[src/rtl/tpmem_ctrl.sv]
// ---------------------------------------------------------------------------
// tpmem_ctrl
//
// Sequencer for the 8x8 transpose memory that sits between the row-wise and
// column-wise 1-D DCT stages. The 64-bit rows travel straight from the
// upstream stage into the memory; this block only decides when a row may be
// written, when the memory is draining columns, and how many blocks of the
// frame have been completed. It owns the memory's reset so that the memory's
// internal row/column counter always stays in lockstep with this sequencer.
//
// Block timing: 8 accepted row writes (FILL) followed by exactly 8 drain
// cycles (DRAIN). Column k appears on the memory output one cycle after drain
// count k, because the memory output is registered.
//
// Ports
//   i_clk          clock
//   i_Reset        synchronous, active-high reset
//   i_start        frame start pulse, sampled only in IDLE
//   i_num_blocks   blocks in the frame, sampled with i_start
//   i_abort        abandons the current frame from any state
//   i_valid        upstream row valid
//   o_ready        row accepted when i_valid & o_ready
//   i_ds_space     downstream can absorb 8 consecutive column beats
//   o_tp_enable    memory write enable
//   o_tp_rst_n     active-low reset to the memory (registered)
//   o_drain        memory is in its column-read phase
//   o_row_idx      next row slot to be written
//   o_block_cnt    blocks fully drained in this frame
//   o_busy         sequencer is not idle
//   o_frame_done   one-cycle pulse at end of frame
// ---------------------------------------------------------------------------
module tpmem_ctrl #(
  parameter int CNT_W = 16
) (
  input  logic             i_clk,
  input  logic             i_Reset,
  input  logic             i_start,
  input  logic [CNT_W-1:0] i_num_blocks,
  input  logic             i_abort,
  input  logic             i_valid,
  output logic             o_ready,
  input  logic             i_ds_space,
  output logic             o_tp_enable,
  output logic             o_tp_rst_n,
  output logic             o_drain,
  output logic [2:0]       o_row_idx,
  output logic [CNT_W-1:0] o_block_cnt,
  output logic             o_busy,
  output logic             o_frame_done
);

  typedef enum logic [1:0] {
    IDLE  = 2'd0,
    FILL  = 2'd1,
    DRAIN = 2'd2,
    DONE  = 2'd3
  } state_t;

  state_t           state, state_nxt;
  logic [2:0]       row_idx, row_idx_nxt;
  logic [2:0]       drain_cnt, drain_cnt_nxt;
  logic [CNT_W-1:0] remaining, remaining_nxt;
  logic [CNT_W-1:0] block_cnt, block_cnt_nxt;
  logic             frame_done;
  logic             tp_rst_n;
  logic             accept;

  // Row 7 completes the block and immediately commits the memory to an
  // 8-cycle drain, so it is held back until downstream can take all 8 beats.
  assign o_ready     = (state == FILL) && ((row_idx != 3'd7) || i_ds_space);
  assign accept      = i_valid && o_ready;
  assign o_tp_enable = accept;
  assign o_drain     = (state == DRAIN);
  assign o_busy      = (state != IDLE);
  assign o_row_idx   = row_idx;
  assign o_block_cnt = block_cnt;
  assign o_frame_done = frame_done;
  assign o_tp_rst_n  = tp_rst_n;

  // NOTE: every signal written here gets a default first, so no path can
  // leave it unassigned and infer a latch.
  always_comb begin
    state_nxt     = state;
    row_idx_nxt   = row_idx;
    drain_cnt_nxt = drain_cnt;
    remaining_nxt = remaining;
    block_cnt_nxt = block_cnt;

    if (i_abort) begin
      // Abort beats everything, including a start in the same cycle.
      state_nxt     = IDLE;
      row_idx_nxt   = 3'd0;
      drain_cnt_nxt = 3'd0;
      remaining_nxt = '0;
      block_cnt_nxt = '0;
    end else begin
      case (state)
        IDLE: begin
          if (i_start) begin
            if (i_num_blocks != '0) begin
              state_nxt     = FILL;
              remaining_nxt = i_num_blocks;
              block_cnt_nxt = '0;
              row_idx_nxt   = 3'd0;
            end else begin
              state_nxt = DONE;
            end
          end
        end

        FILL: begin
          if (accept) begin
            // 3-bit index wraps 7 -> 0 on its own.
            row_idx_nxt = row_idx + 3'd1;
            if (row_idx == 3'd7) begin
              drain_cnt_nxt = 3'd0;
              state_nxt     = DRAIN;
            end
          end
        end

        DRAIN: begin
          // The memory advances through its columns by itself; this counter
          // only tracks where it is so the block can be closed out.
          drain_cnt_nxt = drain_cnt + 3'd1;
          if (drain_cnt == 3'd7) begin
            block_cnt_nxt = block_cnt + 1'b1;
            remaining_nxt = remaining - 1'b1;
            state_nxt     = (remaining == CNT_W'(1)) ? DONE : FILL;
          end
        end

        DONE: begin
          state_nxt = IDLE;
        end

        default: begin
          state_nxt = IDLE;
        end
      endcase
    end
  end

  // NOTE: sequential state uses non-blocking assignments so every register
  // samples the pre-edge values regardless of statement order.
  always_ff @(posedge i_clk) begin
    if (i_Reset) begin
      state      <= IDLE;
      row_idx    <= 3'd0;
      drain_cnt  <= 3'd0;
      remaining  <= '0;
      block_cnt  <= '0;
      frame_done <= 1'b0;
      tp_rst_n   <= 1'b0;
    end else begin
      state      <= state_nxt;
      row_idx    <= row_idx_nxt;
      drain_cnt  <= drain_cnt_nxt;
      remaining  <= remaining_nxt;
      block_cnt  <= block_cnt_nxt;
      // High exactly for the single cycle spent in DONE.
      frame_done <= (state_nxt == DONE);
      // Memory reset follows every abort by one cycle, which throws away
      // partial rows and any drain in flight and rewinds its counter.
      tp_rst_n   <= ~i_abort;
    end
  end

endmodule
[config.mk]
export PLATFORM = sky130hd
export DESIGN_NAME = tpmem_ctrl
export DESIGN_NICKNAME = d
export VERILOG_FILES = /design/src/rtl/tpmem_ctrl.sv
export SDC_FILE = /design/constraint.sdc
export NUM_CORES = 1
export LEC_CHECK = 0
export CAP_MARGIN = 5
export CORE_UTILIZATION = 55
export CTS_CLUSTER_DIAMETER = 150
export CTS_CLUSTER_SIZE = 40
export DETAILED_ROUTE_END_ITERATION = 7
export HOLD_SLACK_MARGIN = 0.12
export PLACE_DENSITY = 0.94
export REMOVE_ABC_BUFFERS = 1
export SKIP_CTS_REPAIR_TIMING = 1
export SLEW_MARGIN = 20
export SYNTH_ARGS = -nofsm -noshare
export SYNTH_HDL_FRONTEND = slang
export SYNTH_SLANG_ARGS = --single-unit
export TNS_END_PERCENT = 20
[constraint.sdc]
create_clock -name i_clk -period 3.4 [get_ports i_clk]
set_clock_uncertainty 0.2 [all_clocks]
set_input_delay 0.68 -clock i_clk [delete_from_list [all_inputs] [get_ports i_clk]]
set_output_delay 0.68 -clock i_clk [all_outputs]
set_load 0.01 [all_outputs]
==> results of run 1 <==
how the worst max path moves through the flow:
| stage | end | slack (ns) | cells past startpoint |
|---|---|---|---|
| floorplan | o_drain | 0.83 | 2 |
| global placement | remaining[0] | 0.43 | 6 |
| detailed placement | remaining[0] | 0.33 | 6 |
| CTS | o_tp_enable | 0.48 | 4 |
| global route | o_tp_enable | 0.43 | 4 |
| finish | o_tp_enable | 0.47 | 4 |
worst max-delay path, cell delays in order:
cell             delay, ns
clkdlybuf4s50_1       0.52
nand2b_1              0.14
and3_1                0.18
clkdlybuf4s50_1       0.54
state kept, by name, indices dropped and copies added, names as in the netlist:
register      flops
remaining        16
drain_cnt         3
state             2
o_block_cnt      16
o_tp_rst_n        1
o_frame_done      1
o_row_idx         3
stage by stage:
stage               util, %  area [µm²]  setup WS (ns)
floorplan                 -        2200          0.833
global placement       69.1        2770          0.434
detailed placement     69.1        2770          0.334
CTS                    71.1        2840          0.478
global route           71.1        2840          0.432
finish                 71.1        2840          0.469
layout make-up:
class                      instances  area share [%]
clock buffer                       5            2.42
clock inverter                     2           0.352
inverter                           7           0.924
multi-input combinational        230            47.0
sequential                        42            29.6
tap                               50            2.20
timing repair buffer              51            17.5
cells by family (layout without fill, tap and decap cells):
family	Yosys count	after routing	share of synthesized area (%)
buffers and inverters	24	65	4.76
DFF	42	42	36.8
AOI/OAI and AO/OA	91	91	24.3
and+or+nand+nor	126	126	28.0
muxes	1	1	0.438
adders and majority gates	7	7	3.83
xor gates and xnor gates	5	5	1.91
cell usage after synthesis, drive strengths merged:
master	number
and3	2
a21o	1
inv	6
a41oi	1
nor4	6
nand4b	1
o31ai	10
dfxtp	42
clkbuf	11
and4	2
o32ai	2
nand2	40
nand3b	4
mux2i	1
nand2b	4
o31a	1
or2	1
nor2	26
a32o	1
a31oi	2
nor3	6
a2bb2oi	1
ha	7
xor2	4
or4	8
a221oi	1
nor2b	1
and2	2
clkinv	1
a31o	2
xnor2	1
o41ai	3
a21oi	38
o21ai	21
nand4	8
a22oi	3
o21a	1
nand3	11
or3	4
a211oi	2
buf	6
o211ai	1
per-layer routing:
layer	vias to the layer above	wire length, µm	global-route usage, %
li1	1177	-	-
met1	1110	2450	35.1
met2	106	2930	48.5
met3	8	348	6.16
met4	0	61	9.04
met5	-	0	0
where the power goes:
part           internal, mW  switching [mW]
clock                 0.138           0.171
sequential            0.500         0.00936
combinational        0.0623          0.0851
==> reports/summary.txt, run 1 <==
Status - finished, final reports clean
Maximum VDD drop - 0.248 mV
Die width - 66.5 µm
Worst reg2reg endpoint - remaining[0]
Worst hold path cell count - 2
Initial DRC count - 229
CTS Buffer Depth - 2
Worst-path clk slew - 0.07 ns
Clock Root Buffer - clkbuf_8
Initial antenna violation count - 0
Multi-input gate area - 1340 µm²
Die H - 66.5 µm
Hold path endpoint - remaining[14]
Hold_sp - remaining[14]
Area share of the largest cell type after synthesis - 36.8%
Number of port buffers - 46
Reg area - 841 µm²
Area growth from synthesis to layout - 24.3%
Layout Cells excl Fill - 387
Min Tclk post-route - 2.93 ns
Synth cell types - 47
CTS tree - built
Grt total ovfl - 0
Inst Count DP - 380
Total power - 0.966 mW
Detailed Route WL - 5790 µm
Cell Area, Synth - 2290 µm²
Final period util - 86.2%
Area leader, netlist - dfxtp_1
Startpoint types - input port
ANT cells - 0
Final number of setup-violating endpoints - 0
Post-route setup TNS - 0 ns
Gr usage total - 28.3%
# rows - 23
CP Class - in2out
First-pass GRT wire length - 9520 µm
Largest net degree at the start of global routing - 36
RSZ-0062 raised after global routing - no
Hold Path Class - reg2reg
Worst-path fanout max - 4
Fraction of layout cells with a size suffix above 1 - 5.04%
IO Pins - 47
Leakage - 1.01 nW
Worst setup EP type - output pin
Maximum clock frequency - 341 MHz
Max-slew headroom - 41.5%
Number of buffers created by CTS - 5
DP Wirelength - 4030 µm
Worst EP arrival - 2.05 ns
Die area - 4420 µm²
Worst Reg2Reg Path Length in Cells - 6
Total number of vias - 2401
Synthesized flop and latch total - 42
R2R Setup Slk - 1.02 ns
Fin. max-slew vios - 0
Vias in the first global route - 2094
Most common cell after layout, fill and taps aside - clkdlybuf4s50_1
Synthesis Warnings - 0
Post-synthesis cell count - 296
Sequential fraction of the synthesis area - 36.8%
Commonest non-fill, non-tap cells in the layout - clkdlybuf4s50_1 (46), dfxtp_1 (42), nand2_1 (40)
Syn Area/Cell - 7.73 µm²
Fill count - 337
GP Congestion - 0.882
DRT Pass-1 Iters - 8
Initial core utilization - 57.2%
WL/cell - 15.0 µm
Placeable Area - 4000 µm²
WP data required - 2.52 ns
H-tree depth - 2
Worst-Margin Slew - 0.872 ns
Worst R2R Start - drain_cnt[0]
Drt drc - 0
Worst skew pair latency - 0.30 ns
PwrDens - 340 nW/µm²
ANT nets after route - 0
Final Hold Vio Count - 0
Via density - 6.20
Max-cap viol count - 0
Area contributors post-synth - dfxtp_1 (37%), a21oi_1 (8.3%), nand2_1 (6.6%)
Final net count - 366
Critical Path Source - i_ds_space
Num Clock Sinks - 42
Worst hold slack - 0.275 ns
Power figures use the tool's default switching activity.
==> inputs of run 2 (changes only) <==
--- a/config.mk
+++ b/config.mk
@@ -6,6 +6,7 @@
 export NUM_CORES = 1
 export LEC_CHECK = 0
 export CAP_MARGIN = 5
+export CORE_MARGIN = 3
 export CORE_UTILIZATION = 55
 export CTS_CLUSTER_DIAMETER = 150
 export CTS_CLUSTER_SIZE = 40
@@ -13,7 +14,6 @@
 export HOLD_SLACK_MARGIN = 0.12
 export PLACE_DENSITY = 0.94
 export REMOVE_ABC_BUFFERS = 1
-export SKIP_CTS_REPAIR_TIMING = 1
 export SLEW_MARGIN = 20
 export SYNTH_ARGS = -nofsm -noshare
 export SYNTH_HDL_FRONTEND = slang
==> run 2 against run 1 <==
  * Design area is 0.44% lower
  * Register-to-register slack better by 0.10 ns
  * Count of clock-buffer cells in the layout is 2 higher
  * Critical path type unchanged
==> reports/summary.txt, run 2 (synthesis gave the netlist of run 1 again) <==
Area growth from synthesis to layout - 23.8%
Total power - 0.964 mW
Finished layout cell area - 2830 µm²
Num Clock Sinks - 42
Worst-path fanout max - 4
Maximum clock frequency - 343 MHz
H-tree depth - 2
Layout Cells excl Fill - 384
Post-CTS Resized - 0
RSZ-0062 raised after global routing - no
GP Congestion - 0.910
ANT cells - 0
Max-slew headroom - 52.8%
Reg area - 841 µm²
Max-cap viol count - 0
Min Tclk post-route - 2.92 ns
Final period util - 85.8%
Die area - 4970 µm²
Maximum VDD drop - 0.247 mV
WP buf/inv - 2
Via density - 6.26
CP Class - in2out
WP data required - 2.52 ns
DP Wirelength - 4260 µm
Die H - 70.5 µm
Worst setup EP type - output pin
Final net count - 365
Largest net degree at the start of global routing - 36
Vias in the first global route - 2157
Initial antenna violation count - 0
Multi-input gate area - 1340 µm²
Detailed Route WL - 5840 µm
CTS Buffer Depth - 2
Hold Path Class - reg2reg
CTS tree - built
Number of port buffers - 46
Initial core utilization - 59.8%
Initial DRC count - 232
Number of buffers created by CTS - 5
Commonest non-fill, non-tap cells in the layout - clkdlybuf4s50_1 (46), dfxtp_1 (42), nand2_1 (40)
# rows - 22
Grt total ovfl - 0
Startpoint types - input port
Status - finished, final reports clean
IO Pins - 47
Inst Count DP - 377
Placeable Area - 3830 µm²
Worst EP arrival - 2.04 ns
Most frequent CP cell - clkdlybuf4s50_1
Final Hold Vio Count - 0
Post-CTS Setup Inserts - 0
Fin. max-slew vios - 0
Die width - 70.5 µm
Max incr delay on CP - 0.53 ns
Gr usage total - 23.9%
Post-route setup TNS - 0 ns
Fill count - 301
Most common cell after layout, fill and taps aside - clkdlybuf4s50_1
Clock Root Buffer - clkbuf_8
Worst skew pair latency - 0.30 ns
Total number of vias - 2402
First-pass GRT wire length - 9730 µm
Placed inst area - 2760 µm²
CP Cell Sequence - clkdlybuf4s50_1 -> nand2b_1 -> and3_1 -> clkdlybuf4s50_1
WL/cell - 15.2 µm
Fraction of layout cells with a size suffix above 1 - 4.17%
CP delay by family, top - buffers and inverters
Drt drc - 0
Hold-fix buffers, CTS - 0
ANT nets after route - 0
DRT Pass-1 Iters - 5
Worst-path clk slew - 0.07 ns
Final number of setup-violating endpoints - 0
Leakage - 1.00 nW
Worst-path cell with the longest stage delay - clkdlybuf4s50_1
PwrDens - 340 nW/µm²
Worst-Margin Slew - 0.704 ns
## run 2: cell types whose count changed in the layout (fill, tap and decap cells not counted), sizes merged
cell	before	now
clkbuf	5	7
clkinv	3	1
buf	5	4
## run 2: path summary, 6_finish.rpt
| path | start | endpoint | slack, ns | cells past startpoint |
|---|---|---|---|---|
| worst max-delay path | i_ds_space | o_tp_enable | 0.48 | 4 |
| worst min-delay path | remaining[14] | remaining[14] | 0.27 | 2 |
| worst max register to register | drain_cnt[0] | remaining[0] | 1.12 | 6 |
| worst min register to register | remaining[14] | remaining[14] | 0.27 | 2 |
## run 2: layout make-up
type,count,share of cell area [%]
clock buffer,7,2.70
inverter,7,0.928
multi-input combinational,230,47.2
sequential,42,29.7
tap,48,2.12
timing repair buffer,50,17.3
## run 2: through the flow
stage | utilization, % | hold slack [ns] | setup slack [ns]
floorplan | - | 0.236 | 0.833
global placement | 72.0 | 0.253 | 0.507
detailed placement | 72.0 | 0.261 | 0.446
CTS | 74.0 | 0.272 | 0.481
global route | 74.0 | 0.313 | 0.400
finish | 74.0 | 0.274 | 0.481
## run 2: per-layer routing
layer	wire length [µm]	GRT usage [%]	share of wire (%)
met5	0	0	0
met1	2500	30.2	43
met2	2780	39.6	48
met4	122	9.57	2.1
met3	441	4.60	7.6
## run 2: power breakdown
group          internal (mW)  total [mW]  leakage, nW  switching (mW)
Sequential             0.500       0.510        0.340         0.00972
Combinational         0.0616       0.146        0.622          0.0842
Clock                  0.142       0.308       0.0383           0.166
## run 2: tightest hold or removal path, cell delays in order (launching register included)
cell	delay, ns
dfxtp_1	0.31
o21ai_0	0.06
a21oi_1	0.06
==> inputs of run 3 (changes only) <==
--- a/config.mk
+++ b/config.mk
@@ -7,12 +7,13 @@
 export LEC_CHECK = 0
 export CAP_MARGIN = 5
 export CORE_MARGIN = 3
-export CORE_UTILIZATION = 55
+export CORE_UTILIZATION = 51
 export CTS_CLUSTER_DIAMETER = 150
 export CTS_CLUSTER_SIZE = 40
 export DETAILED_ROUTE_END_ITERATION = 7
+export GPL_TIMING_DRIVEN = 1
 export HOLD_SLACK_MARGIN = 0.12
-export PLACE_DENSITY = 0.94
+export PLACE_DENSITY = 0.89
 export REMOVE_ABC_BUFFERS = 1
 export SLEW_MARGIN = 20
 export SYNTH_ARGS = -nofsm -noshare
==> constraint.sdc (replaced) <==
create_clock -name i_clk -period 2.8 [get_ports i_clk]
set_clock_uncertainty 0.2 [all_clocks]
set_input_delay 0.56 -clock i_clk [delete_from_list [all_inputs] [get_ports i_clk]]
set_output_delay 0.56 -clock i_clk [all_outputs]
set_load 0.01 [all_outputs]
==> run 3 against run 2 <==
  * Design area rose by 2.1%
  * Critical path type unchanged
  * Count of clock-buffer cells in the layout fell by 1
  * Global-route usage fell by 1.2 points
  * Utilization fell by 4.7 points
  * Sequential cell count did not move
  * Die area rose by 7.2%
  * Critical endpoint unchanged
==> reports/summary.txt, run 3 (synthesis gave the netlist of run 1 again) <==
Drt drc - 0
WL/cell - 15.2 µm
Startpoint types - input port
CTS Buffer Depth - 2
H-tree depth - 2
# rows - 23
Grt total ovfl - 0
Hold Path Class - reg2reg
Switching share of power - 26.0%
Worst-Margin Slew - 0.606 ns
Internal Power - 0.951 mW
RSZ-0062 raised after global routing - no
First-pass GRT wire length - 9480 µm
CP Cell Sequence - clkdlybuf4s50_1 -> nand2b_1 -> and3_1 -> clkdlybuf4s50_1
WP buf/inv - 2
Clk pwr share - 37.8%
Sw power - 0.333 mW
Largest net degree at the start of global routing - 36
Comb pwr share - 14.0%
Vias in the first global route - 2222
Placed inst area - 2780 µm²
Die area - 5320 µm²
CP delay by family, top - buffers and inverters
R2R Setup Slk - 0.56 ns
IO Pins - 47
PwrDens - 444 nW/µm²
Final period util - 95.4%
Die width - 73.0 µm
Layout Cells excl Fill - 390
Total number of vias - 2396
Die H - 73.0 µm
Fraction of layout cells with a size suffix above 1 - 5.59%
Initial core utilization - 54.8%
Worst-path fanout max - 4
DRT Pass-1 Iters - 4
ANT nets after route - 0
Status - finished, final reports clean
Clock Root Buffer - clkbuf_8
Number of buffers created by CTS - 5
Worst EP arrival - 1.91 ns
Fin. max-slew vios - 0
Finished layout cell area - 2890 µm²
Max-cap viol count - 0
CTS tree - built
DP Wirelength - 4190 µm
Initial antenna violation count - 0
Total power - 1.28 mW
Worst hold slack - 0.274 ns
Most common cell after layout, fill and taps aside - clkdlybuf4s50_1
Initial DRC count - 167
Gr usage total - 22.7%
Final number of setup-violating endpoints - 0
Inst Count DP - 382
Leakage - 1.03 nW
ANT cells - 0
GP Congestion - 0.893
Seq pwr share - 48.2%
Final Hold Vio Count - 0
WP data required - 2.04 ns
Worst-path cell with the longest stage delay - clkdlybuf4s50_1
Area growth from synthesis to layout - 26.4%
Num Clock Sinks - 42
CP Class - in2out
Min Tclk post-route - 2.67 ns
Post-route setup TNS - 0 ns
Max-slew headroom - 59.2%
Post-CTS Resized - 0
Most frequent CP cell - clkdlybuf4s50_1
Hold-fix buffers, CTS - 0
Worst-path clk slew - 0.07 ns
Detailed Route WL - 5950 µm
Final net count - 368
Maximum clock frequency - 374 MHz
Post-CTS Setup Inserts - 0
Via density - 6.14
Max incr delay on CP - 0.54 ns
Post-Route Utilization - 69.3%
Maximum VDD drop - 0.373 mV
Pre-CTS setup slack - 0.0711 ns
Worst skew pair latency - 0.30 ns
Worst setup EP type - output pin
Placeable Area - 4170 µm²
Commonest non-fill, non-tap cells in the layout - clkdlybuf4s50_1 (46), dfxtp_1 (42), nand2_1 (40)
Final setup margin - 0.129 ns
Number of port buffers - 46
run 3: changes by cell type in the layout (fill, tap and decap cells not counted), sizes merged:
cell | before | now
clkbuf | 7 | 6
buf | 4 | 7
bufinv | 0 | 1
clkinvlp | 0 | 1
run 3: final cells by class:
class / instances / area [µm²]
fill: 357 / 1280
tap: 50 / 62.6
sequential: 42 / 841
clock inverter: 2 / 37.5
inverter: 7 / 26.3
clock buffer: 6 / 72.6
multi-input combinational: 230 / 1340
timing repair buffer: 53 / 513
run 3: path summary, 6_finish.rpt:
kind / start / to / cells after the start
hold reg to reg: remaining[11] / remaining[11] / 2
setup reg to reg: drain_cnt[0] / o_block_cnt[12] / 6
hold / removal: remaining[11] / remaining[11] / 2
setup / recovery: i_ds_space / o_tp_enable / 4
run 3: layer usage:
layer	vias up	global-route usage (%)	routed length [µm]
met5	-	0	0
met4	0	10.0	104
met3	11	6.47	391
met2	88	39.4	2960
met1	1125	25.8	2490
li1	1172	-	-
run 3: power by group through the flow:
stage	Combinational (mW)	Sequential [mW]	Clock (mW)
after global placement	0.173	0.632	0
after detailed placement	0.177	0.632	0
final	0.180	0.619	0.485
after floorplan	0.0994	0.631	0
after global routing	0.198	0.620	0.520
after CTS	0.178	0.619	0.497
run 3: worst register-to-register path: cells and delay by family (launching register included):
kind | cells | cell delay, ns
AOI/OAI and AO/OA | 2 | 0.46
adders and majority gates | 2 | 0.38
DFF | 1 | 0.37
and+or+nand+nor | 2 | 0.76
